[src/rtl/csa_pkg.sv]
// Shared defaults and state encoding for the carry-save accumulator.
package csa_pkg;

  localparam int unsigned CSA_WIDTH = 88;
  localparam int unsigned CSA_DIGIT = 22;

  typedef enum logic [1:0] {
    IDLE,
    ACCUM,
    RESOLVE,
    DONE
  } state_t;

endpackage

[src/rtl/csa_row.sv]
// One row of W independent full-adder cells (3:2 compressor); no carry ripple.
module csa_row #(
  parameter int unsigned W = 8
) (
  input  logic [W-1:0] X,
  input  logic [W-1:0] Y,
  input  logic [W-1:0] Z,
  output logic [W-1:0] S,
  output logic [W-1:0] C
);

  assign S = X ^ Y ^ Z;
  assign C = (X & Y) | (X & Z) | (Y & Z);

endmodule

[src/rtl/csa_accum.sv]
// Packet accumulator: carry-save sum per beat, then DIGIT-wide carry resolve.
module csa_accum
  import csa_pkg::*;
#(
  parameter int unsigned WIDTH = CSA_WIDTH,
  parameter int unsigned DIGIT = CSA_DIGIT
) (
  input  logic             clk,
  input  logic             rst_n,
  input  logic             in_valid,
  output logic             in_ready,
  input  logic [WIDTH-1:0] in_data,
  input  logic             in_last,
  output logic             out_valid,
  input  logic             out_ready,
  output logic [WIDTH-1:0] out_data,
  output logic             out_ovf
);

  localparam int unsigned NDIG = WIDTH / DIGIT;
  localparam int unsigned CW   = (NDIG > 1) ? $clog2(NDIG) : 1;

  state_t           state, state_next;
  logic [WIDTH-1:0] s_q, cs_q, res_q;
  logic [WIDTH-1:0] x_op, y_op, row_s, row_c, res_next;
  logic [CW-1:0]    dig_q;
  logic             carry_q, ovf_q;
  logic             accept, last_dig;
  logic [DIGIT:0]   slice_sum;

  assign accept   = in_valid & in_ready;
  assign last_dig = (dig_q == CW'(NDIG - 1));
  assign x_op     = (state == IDLE) ? '0 : s_q;
  assign y_op     = (state == IDLE) ? '0 : cs_q;

  csa_row #(.W(WIDTH)) u_row (
    .X (x_op),
    .Y (y_op),
    .Z (in_data),
    .S (row_s),
    .C (row_c)
  );

  // S/Cs shift right during resolve so the low slice is always the one added;
  // the result fills in from the top and is fully aligned after NDIG slices.
  always_comb begin
    slice_sum = {1'b0, s_q[DIGIT-1:0]} + {1'b0, cs_q[DIGIT-1:0]} + (DIGIT+1)'(carry_q);
    res_next  = res_q >> DIGIT;
    res_next[WIDTH-1 -: DIGIT] = slice_sum[DIGIT-1:0];
  end

  always_ff @(posedge clk or negedge rst_n) begin
    if (!rst_n) state <= IDLE;
    else        state <= state_next;
  end

  always_comb begin
    state_next = state;
    in_ready   = 1'b0;
    out_valid  = 1'b0;
    case (state)
      IDLE, ACCUM: begin
        in_ready = 1'b1;
        if (in_valid) state_next = in_last ? RESOLVE : ACCUM;
      end
      RESOLVE: begin
        if (last_dig) state_next = DONE;
      end
      DONE: begin
        out_valid = 1'b1;
        if (out_ready) state_next = IDLE;
      end
      default: state_next = IDLE;
    endcase
  end

  always_ff @(posedge clk or negedge rst_n) begin
    if (!rst_n) begin
      s_q     <= '0;
      cs_q    <= '0;
      res_q   <= '0;
      dig_q   <= '0;
      carry_q <= 1'b0;
      ovf_q   <= 1'b0;
    end else begin
      case (state)
        IDLE, ACCUM: begin
          if (accept) begin
            s_q     <= row_s;
            cs_q    <= row_c << 1;
            ovf_q   <= ovf_q | row_c[WIDTH-1];
            carry_q <= 1'b0;
            dig_q   <= '0;
          end
        end
        RESOLVE: begin
          s_q     <= s_q >> DIGIT;
          cs_q    <= cs_q >> DIGIT;
          res_q   <= res_next;
          carry_q <= slice_sum[DIGIT];
          dig_q   <= dig_q + 1'b1;
          if (last_dig && slice_sum[DIGIT]) ovf_q <= 1'b1;
        end
        DONE: begin
          if (out_ready) begin
            s_q   <= '0;
            cs_q  <= '0;
            res_q <= '0;
            ovf_q <= 1'b0;
          end
        end
        default: ;
      endcase
    end
  end

  assign out_data = res_q;
  assign out_ovf  = ovf_q;

endmodule
[config.mk]
export PLATFORM = sky130hd
export DESIGN_NAME = csa_accum
export DESIGN_NICKNAME = d
export VERILOG_FILES = /design/src/rtl/csa_pkg.sv /design/src/rtl/csa_row.sv /design/src/rtl/csa_accum.sv
export SDC_FILE = /design/constraint.sdc
export NUM_CORES = 1
export LEC_CHECK = 0
export ABC_AREA = 1
export BUFFER_PORTS_ARGS = -buffer_cell sky130_fd_sc_hd__clkbuf_2
export CORE_MARGIN = 2
export CORE_UTILIZATION = 55
export CTS_CLUSTER_SIZE = 12
export DETAILED_ROUTE_END_ITERATION = 12
export GPL_TIMING_DRIVEN = 0
export PLACE_DENSITY = 0.82
export SLEW_MARGIN = 5
export SYNTH_ARGS = -nofsm -noshare
export SYNTH_HDL_FRONTEND = slang
export SYNTH_SLANG_ARGS = --single-unit
export TNS_END_PERCENT = 30
[constraint.sdc]
create_clock -name clk -period 2.7 [get_ports clk]
set_input_delay 0.405 -clock clk [delete_from_list [all_inputs] [get_ports clk]]
set_output_delay 0.405 -clock clk [all_outputs]
set_load 0.005 [all_outputs]
Word-level counts from Yosys, hierarchy flattened. Index checks and enable logic that the tools add are counted.

Muxes and demuxes: 23. Reductions and logical operators: 10. Bitwise operators: 9. Equality and inequality tests: 9. Add/sub/neg operators: 3.

Operators with widths (count): $pmux W88 S3 (2); $mux W88 (5); $and A88 B88 Y88 (3); $or A88 B88 Y88 (2); $pmux W88 S2 (1); $xor A88 B88 Y88 (2); $add A22 B22 Y23 (1); $add A23 B1 Y23 (1); $mux W2 (5); $ne A2 B2 Y1 const B (5); $eq A2 B2 Y1 const B (3); $mux W1 (6); $pmux W2 S3 (1); $reduce_and A2 Y1 (3); $reduce_and A3 Y1 (2); $pmux W2 S2 (1); $reduce_bool A2 Y1 (2); $pmux W1 S3 (1); $add A2 B1 Y2 const B (1); $eq A2 B1 Y1 const B (1); $logic_not A2 Y1 (1); $pmux W1 S2 (1); $reduce_or A2 Y1 (1); $and A1 B1 Y1 (1); 2 further kinds (2).

Bits in registers: 270. Output and inout bits: 91. Input port bits: 93. Word-level logic and storage cells: 61.

Depth between registers and ports, before layout. Gate-level depths: netlist of run 1.

Word-level depth: 8. Gate-level depth with buffers: 13. Depth with buffers taken out: 13.

Cells and area by module. Synthesis of run 1 repeated with hierarchy kept, for this count alone.

Cells, all modules: 1979. Area, all modules: 15708.8 sq um.

By module, submodules not included: csa_accum (sequential area each 6756.5 sq um, cells each 1891, times used 1, area each 13947.1 sq um); csa_row (sequential area each 0.0 sq um, cells each 88, times used 1, area each 1761.7 sq um).

Least setup slack after synthesis of run 1. Ideal clock, no wire load.

Kind: reg2reg. Start point: register s_q[0]. End point: register res_q[78], in the netlist out_data[78]. Path buffers: 0. Stages on the path, launching flop included: 11. Required time: 2.582 ns. Period minus slack after synthesis: 2.013 ns. Arrival time: 1.895 ns. Setup time: 0.118 ns. Setup slack: 0.687 ns. Path through: dfrtp_1 -> fa_1 -> fa_1 -> nand2_1 -> inv_1 -> a21oi_1 -> o21ai_1 -> nand2_1 -> nand3b_1 -> nand3_1 -> nand2_1.

Word-level cells in the longest chain between the ends: 3.

Ends and longest elaborated chain: start, declared (line csa_accum.sv:24) `logic [WIDTH-1:0] s_q, cs_q, res_q;`; start signal, assigned (line csa_accum.sv:89) `s_q <= row_s;`; start signal, assigned (line csa_accum.sv:97) `s_q <= s_q >> DIGIT;`; $add A22 B22 Y23 (line csa_accum.sv:47) `slice_sum = {1'b0, s_q[DIGIT-1:0]} + {1'b0, cs_q[DIGIT-1:0]} + (DIGIT+1)'(carry_q);`; $add A23 B1 Y23 (line csa_accum.sv:47); $pmux W88 S2 (line csa_accum.sv:86) `case (state)`; end signal, assigned (line csa_accum.sv:99) `res_q <= res_next;`; end, declared (line csa_accum.sv:24).

No other way between the ends. A chain may end at the register's enable or synchronous reset.

Worst setup path after layout of run 1.
Start point: register state[1]. End point: register s_q[10].

Word-level cells in the longest chain between the ends: 6. Elaborated cells on any way between the ends: 16. Classes of those cells: eq/ne (5); mux (5); bitwise (3); reduce/logical (3).

Ends and longest elaborated chain: start, declared (line csa_accum.sv:23) `state_t state, state_next;`; start signal, assigned (line csa_accum.sv:54) `else state <= state_next;`; $logic_not A2 Y1 or $eq A2 B1 Y1 (tied branches); $mux W88 (tied with other cells) (line csa_accum.sv:33) `assign x_op = (state == IDLE) ? '0 : s_q;`; $xor A88 B88 Y88 or $mux W1 (tied branches) (line csa_row.sv:12, csa_accum.sv:61); $xor A88 B88 Y88 or $and A1 B1 Y1 (tied branches) (line csa_row.sv:12, csa_accum.sv:31); $mux W88 or $ne A2 B2 Y1 (tied branches); $pmux W88 S3 or $reduce_and A2 Y1 (tied branches).

Parallel ways exist; a longest one is shown, timed or not. The select of a mux whose other input is x is not followed.

==> results.py, run 1 <==
metrics = {
    "floorplan": {
        "start_util_pct": 56.2,
        "num_io_pins": 184,
        "num_rows": 61,
        "dieArea_sq_um": 29900,
        "die_h_um": 173,
        "core-area_sq_um": 27900,
        "die_w_um": 173,
    },
    "finish": {
        "syn2layout_area_growth_pct": 15.7,
        "multiInputGateArea_sq_um": 7220,
        "n_fill_cell": 2363,
        "fin_nets": 2374,
        "fin_area_sq_um": 18100,
        "seq_area_sq_um": 6760,
        "n_antenna_cell": 0,
        "drive_gt1_share_pct": 14.5,
    },
    "route": {
        "vias_per_cell": 5.59,
        "vias": 14400,
        "wire_per_inst_um": 18.8,
        "drc_errors": 0,
        "drt_iter0_markers": 1493,
        "dr.pass1.iters": 6,
        "wl_mm": 48.4,
        "ant_nets": 0,
    },
    "logic_synthesis": {
        "yosys_warnings": 0,
        "synth_top_area_share_pct": 43.1,
        "synth_cells": 1951,
        "yosys-top-cells-area": "dfrtp_1 43%, nand2_1 12%, fa_1 11%",
        "synth_nets": 2156,
        "yosysTopAreaCell": "dfrtp_1",
        "synth.distinct_cells": 33,
        "avgSynthCellArea_sq_um": 8.04,
        "ys_ff_latch": 270,
        "synth-seq-area-share_pct": 43.1,
        "synthesis.area_sq_um": 15700,
    },
    "place": {
        "place_area_sq_um": 17100,
        "dpl.hpwl_mm": 36.9,
        "gp_congestion": 0.971,
        "port_buffers": 183,
    },
    "setup_path": {
        "worst_ep_required_time_ns": 3.14,
        "startpoint_type": "flip-flop",
        "cp_cell_sequence": "buf_4 -> nor2_4 -> buf_2 -> buf_2 -> nor2_1 -> fa_1 -> nand2_1 -> o21ai_0 -> nand2_1 -> o21ai_0",
        "r2r_slack_ns": 0.15,
        "slowest_delay_ns": 0.50,
        "cp_slowest_cell": "fa_1",
        "cp_max_fo": 10,
        "arrival_ns": 3.00,
        "path_class": "reg -> reg",
        "worstSetupEndpointType": "flip-flop",
    },
    "global_route": {
        "grt_pass1_wl_mm": 76.7,
        "overflow": 0,
        "grtUsageTotal_pct": 32.6,
        "grt_max_degree": 108,
        "grt_pass1_vias": 14500,
        "antenna_found_initial": 0,
    },
    "run": {
        "maxCapViolations": 0,
    },
    "clocking": {
        "cts_buffer_depth": 3,
        "clk_pin_slew_ns": 0.06,
        "cts_tree": "yes",
        "insertion_delay_ns": 0.57,
        "cts_buffers": 30,
        "root_buffer": "clkbuf_16",
        "cts_setup_buffers": 0,
        "h-tree-depth": 1,
        "clock-sinks": 270,
    },
    "sta": {
        "hold_viol": 0,
        "period_share_pct": 94.6,
        "worst_pin_slew_ns": 0.709,
        "final_max_slew_viol_count": 0,
        "finalCriticalPeriod_ns": 2.55,
        "setup-violations-final": 0,
        "fmax_mhz": 392,
        "clock_skew_ns": 0.00978,
        "slew_headroom_pct": 52.7,
        "rsz0062_at_grt": "false",
    },
    "power_and_ir_drop": {
        "peakVddDrop_uv": 558,
        "leakagePower_nw": 8.90,
        "total_power_mw": 21.7,
        "p_per_area_nw_per_um2": 1190,
    },
    "status": {
        "status": "completed",
    },
    "min_path": {
        "hold_path.class": "in -> reg",
    },
}
==> cell type report <==
| class | count | share of cell area (%) |
|---|---|---|
| plain buffers | 105 | 2.74 |
| clock buffers | 40 | 4.62 |
| clock inverters | 13 | 0.834 |
| inverters | 326 | 6.74 |
| multi-input cells | 1250 | 39.8 |
| flip-flops and latches | 270 | 37.2 |
| well taps | 378 | 2.61 |
| repair buffers | 186 | 5.45 |
==> through the flow <==
step | worst slack, ns | std cells | utilization (%) | hold WS [ns] | setup TNS, ns
finish | 0.146 | 2568 | 65.0 | 0.139 | 0
floorplan | 0.687 | 1951 | - | 0.109 | 0
global route | 0.118 | 2568 | 65.0 | 0.121 | 0
detailed placement | 0.174 | 2514 | 61.4 | 0.442 | 0
global placement | -4.33 | 2512 | 61.1 | 0.464 | -1159.99
CTS | 0.0766 | 2568 | 64.9 | 0.120 | 0
==> critical path: cells and delay by family, from the launching register on <==
family | cells | cell delay (ns)
flip-flops | 1 | 0.36
buffers and inverters | 3 | 0.76
AO/OA/AOI/OAI | 2 | 0.21
adder cells (fa/ha/maj) | 1 | 0.50
AND/OR/NAND/NOR | 4 | 0.59
==> power by group <==
group / internal (mW) / switching [mW] / total [mW]
Sequential: 5.57 / 0.744 / 6.32
Clock: 2.45 / 1.71 / 4.16
Combinational: 3.48 / 7.72 / 11.2
==> registers in the layout, summed over array words and instances (netlist names) <==
| name | count |
|---|---|
| dig_q | 2 |
| out_data | 88 |
| state | 2 |
| out_ovf | 1 |
| s_q | 88 |
| cs_q | 88 |
| carry_q | 1 |
==> routing by layer <==
| layer | global-route usage (%) | up-vias | part of all wire [%] |
|---|---|---|---|
| met1 | 40.3 | 6888 | 37 |
| li1 | - | 6516 | - |
| met4 | 19.5 | 0 | 7.1 |
| met5 | 0 | - | 0 |
| met3 | 4.66 | 178 | 8.2 |
| met2 | 54.8 | 771 | 48 |
==> placed cells by master, fill, tap and decap left out, drive strengths merged <==
| cell type | synthesis | routed |
|---|---|---|
| dlygate4sd3 | 0 | 1 |
| bufinv | 0 | 3 |
| nand2 | 504 | 504 |
| dfrtp | 270 | 270 |
| o21bai | 2 | 2 |
| or2 | 2 | 2 |
| o21a | 1 | 1 |
| clkbuf | 46 | 269 |
| o22ai | 82 | 82 |
| nand3b | 4 | 4 |
| a21oi | 20 | 20 |
| fa | 90 | 90 |
| o32ai | 1 | 1 |
| buf | 59 | 61 |
| nand4 | 3 | 3 |
| ha | 22 | 22 |
| inv | 325 | 325 |
| nand3 | 30 | 30 |
| clkinv | 1 | 11 |
| o21ai | 317 | 317 |
| nor3 | 3 | 3 |
| nor4 | 1 | 1 |
| a211oi | 1 | 1 |
| nor2 | 166 | 166 |
| a31oi | 1 | 1 |
==> worst paths after layout <==
kind / from / endpoint / cells after the start
max in group asynchronous: rst_n / s_q[38]$_DFFE_PN0P_ / 4
worst min-delay path: in_valid / state[1]$_DFFE_PN0P_ / 3
worst min register to register: out_data[0]$_DFFE_PN0P_ / out_data[0]$_DFFE_PN0P_ / 2
worst max register to register: state[1]$_DFFE_PN0P_ / s_q[10]$_DFFE_PN0P_ / 10
worst max-delay path: state[1]$_DFFE_PN0P_ / s_q[10]$_DFFE_PN0P_ / 10
min in group asynchronous: rst_n / out_data[5]$_DFFE_PN0P_ / 2
==> timing repair <==
| item | in CTS | in global routing |
|---|---|---|
| hold buffers | 1 | 0 |
| hold endpoints to repair | 72 | 0 |
| resized for setup | 0 | 1 |
| setup endpoints to repair | 0 | 5 |
==> kinds of logic (layout without fill, tap and decap cells) <==
family          after synthesis  after routing  synth area share, %
simple gates                713            713                 17.6
buf+inv                     431            670                 11.0
compound gates              425            425                 15.1
flops                       270            270                 43.1
fa+ha+maj                   112            112                 13.2
==> cells in the mapped netlist <==
master,n
a211oi_1,1
a21oi_1,20
a31oi_1,1
buf_1,5
buf_2,46
buf_4,4
buf_6,4
clkbuf_1,46
clkinv_1,1
dfrtp_1,270
fa_1,90
ha_1,22
inv_1,321
inv_2,4
nand2_1,501
nand2_2,2
nand2_4,1
nand3_1,30
nand3b_1,4
nand4_1,3
nor2_1,165
nor2_2,1
nor3_1,3
nor4_1,1
o21a_1,1
o21ai_0,315
o21ai_1,1
o21ai_2,1
o21bai_1,2
o22ai_1,62
o22ai_2,20
o32ai_1,1
or2_2,2
Note: power is estimated with default switching activity, not from simulation.
==> run 2, diff against run 1 <==
--- a/config.mk
+++ b/config.mk
@@ -6,13 +6,14 @@
 export NUM_CORES = 1
 export LEC_CHECK = 0
 export ABC_AREA = 1
-export BUFFER_PORTS_ARGS = -buffer_cell sky130_fd_sc_hd__clkbuf_2
 export CORE_MARGIN = 2
 export CORE_UTILIZATION = 55
 export CTS_CLUSTER_SIZE = 12
 export DETAILED_ROUTE_END_ITERATION = 12
+export DONT_BUFFER_PORTS = 1
 export GPL_TIMING_DRIVEN = 0
-export PLACE_DENSITY = 0.82
+export HOLD_SLACK_MARGIN = 0.1
+export PLACE_DENSITY = 0.76
 export SLEW_MARGIN = 5
 export SYNTH_ARGS = -nofsm -noshare
 export SYNTH_HDL_FRONTEND = slang
==> run 2 against run 1 <==
Net effect: the flow now finishes with violations (negative hold slack); clock-buffer cell count stayed put; hold slack worse by 0.60 ns; register-to-register slack better by 0.12 ns; die area unchanged; critical path depth unchanged; first-iteration DRC count down 17%; total power shrank 3.4%; largest cell class unchanged.
==> results.py, run 2 (synthesized netlist as in run 1, its figures left out) <==
metrics = {
    "status": {
        "status": "finished, violations left",
        "violations": "negative hold slack",
    },
    "global_route": {
        "grt_max_degree": 271,
        "grt_pass1_wl_mm": 74.9,
        "grt_pass1_vias": 13400,
        "grtUsageTotal_pct": 32.3,
        "overflow": 0,
        "antenna_found_initial": 0,
    },
    "sta": {
        "clock_skew_ns": 0.0138,
        "worst_pin_slew_ns": 0.695,
        "setup-violations-final": 0,
        "rsz0062_at_grt": "false",
        "slew_headroom_pct": 53.3,
        "hold_viol": 270,
        "finalSetupTns_ns": 0,
        "fin_hold_ws_ns": -0.458,
        "period_share_pct": 90.3,
        "final_max_slew_viol_count": 0,
        "fmax_mhz": 410,
        "finalCriticalPeriod_ns": 2.44,
    },
    "route": {
        "drc_errors": 0,
        "wl_mm": 47.7,
        "dr.pass1.iters": 5,
        "vias_per_cell": 5.60,
        "wire_per_inst_um": 20.0,
        "top_layer_used": "met4",
        "wl_met2_mm": 22.7,
        "met3WireLength_mm": 4.04,
        "drt_iter0_markers": 1234,
        "m1WireLength_mm": 17.7,
        "ant_nets": 0,
        "vias": 13400,
    },
    "clocking": {
        "cts_setup_buffers": 0,
        "cts_buffers": 30,
        "cts_buffer_depth": 3,
        "cts_hold_buf": 2,
        "clk_pin_slew_ns": 0.06,
        "h-tree-depth": 1,
        "insertion_delay_ns": 0.56,
        "root_buffer": "clkbuf_16",
        "cts_tree": "yes",
        "clock-sinks": 270,
    },
    "power_and_ir_drop": {
        "total_power_mw": 20.9,
        "p_comb_share_pct": 49.1,
        "sequentialPowerShare_pct": 30.8,
        "power_frac_clock_pct": 20.1,
        "peakVddDrop_uv": 632,
        "p_switching_mw": 9.79,
        "p_int_mw": 11.2,
        "leakagePower_nw": 8.09,
        "swShare_pct": 46.7,
        "p_per_area_nw_per_um2": 1220,
    },
    "setup_path": {
        "rr_startpoint": "state[1]$_DFFE_PN0P_",
        "startpoint_type": "flip-flop",
        "r2r_slack_ns": 0.26,
        "r2r_cells": 10,
        "cp_max_fo": 10,
        "worst_ep_required_time_ns": 3.13,
        "path_class": "reg -> reg",
        "worstSetupEndpointType": "flip-flop",
        "arrival_ns": 2.87,
        "r2r-end": "s_q[51]$_DFFE_PN0P_",
    },
    "place": {
        "dp.cells": 2329,
        "gp_congestion": 0.957,
        "port_buffers": 0,
        "dpl.hpwl_mm": 35.9,
        "place_area_sq_um": 16200,
    },
    "floorplan": {
        "die_w_um": 173,
        "dieArea_sq_um": 29900,
        "core-area_sq_um": 27900,
        "num_rows": 61,
        "start_util_pct": 56.2,
        "die_h_um": 173,
        "num_io_pins": 184,
    },
    "finish": {
        "finalNonFillerCells": 2383,
        "n_fill_cell": 2444,
        "n_antenna_cell": 0,
        "final_util_pct": 61.6,
        "layout_common_cells": "501 x nand2_1, 321 x inv_1, 315 x o21ai_0, 270 x dfrtp_1, 165 x nor2_1",
        "syn2layout_area_growth_pct": 9.59,
        "seq_area_sq_um": 6760,
        "fin_area_sq_um": 17200,
        "final_common_cell": "nand2_1",
        "fin_nets": 2190,
        "multiInputGateArea_sq_um": 7220,
        "drive_gt1_share_pct": 6.73,
    },
    "run": {
        "maxCapViolations": 0,
    },
    "min_path": {
        "hold_path.class": "in -> async",
    },
}
[run 2: cell count changes in the layout (fill, tap and decap cells not counted), sizes merged]
cell and change:
clkbuf -183, buf -2, clkinv -1, dlygate4sd3 +1
[run 2: cell type report]
cell class	instances	share of cell area [%]
tap	378	2.75
inverter	326	7.12
timing repair buffer	2	0.116
clock inverter	12	0.786
multi-input combinational	1250	42.0
sequential	270	39.3
buffer	105	2.90
clock buffer	40	5.06
[run 2: per-stage QoR]
| stage | hold slack (ns) | setup WS (ns) |
|---|---|---|
| after floorplan | 0.109 | 0.687 |
| after CTS | -0.465 | 0.150 |
| final | -0.458 | 0.262 |
| after detailed placement | 0.116 | 0.164 |
| after global placement | 0.115 | 0.235 |
| after global routing | -0.475 | 0.113 |
[run 2: power by group through the flow]
| stage | clock [mW] | combinational, mW | sequential (mW) |
|---|---|---|---|
| after floorplan | 0 | 6.92 | 6.25 |
| after global placement | 0 | 9.65 | 6.45 |
| after detailed placement | 0 | 9.98 | 6.50 |
| after CTS | 4.22 | 10.1 | 6.45 |
| after global routing | 4.39 | 11.5 | 6.61 |
| final | 4.21 | 10.3 | 6.45 |
[run 2: how the worst max path moves through the flow]
stage,startpoint,to,slack (ns),depth (start not counted)
after global placement,state[1]$_DFFE_PN0P_,s_q[36]$_DFFE_PN0P_,0.23,10
after detailed placement,state[1]$_DFFE_PN0P_,s_q[36]$_DFFE_PN0P_,0.16,10
after floorplan,s_q[0]$_DFFE_PN0P_,out_data[78]$_DFFE_PN0P_,0.69,10
final,state[1]$_DFFE_PN0P_,s_q[51]$_DFFE_PN0P_,0.26,10
after CTS,state[1]$_DFFE_PN0P_,s_q[3]$_DFFE_PN0P_,0.15,10
after global routing,state[1]$_DFFE_PN0P_,s_q[64]$_DFFE_PN0P_,0.11,10
[run 2: metal layers]
metal | track usage, % | up-vias
li1 | - | 6129
met4 | 19.5 | 0
met1 | 38.3 | 6464
met2 | 54.2 | 613
met3 | 6.75 | 144
met5 | 0 | -
[run 2: worst max-delay path, stage by stage, from the launching register on]
cell     delay [ns]
dfrtp_1        0.37
buf_4          0.17
nor2_4         0.25
buf_2          0.24
buf_2          0.33
nor2_1         0.12
fa_1           0.45
nand2_1        0.07
o21ai_0        0.11
nand2_1        0.11
o21ai_0        0.08
[run 2: what timing repair did]
item | in CTS | in global routing
setup endpoints to repair | 0 | 2
gates resized for setup | 0 | 3
endpoints found under the hold margin | 272 | 270
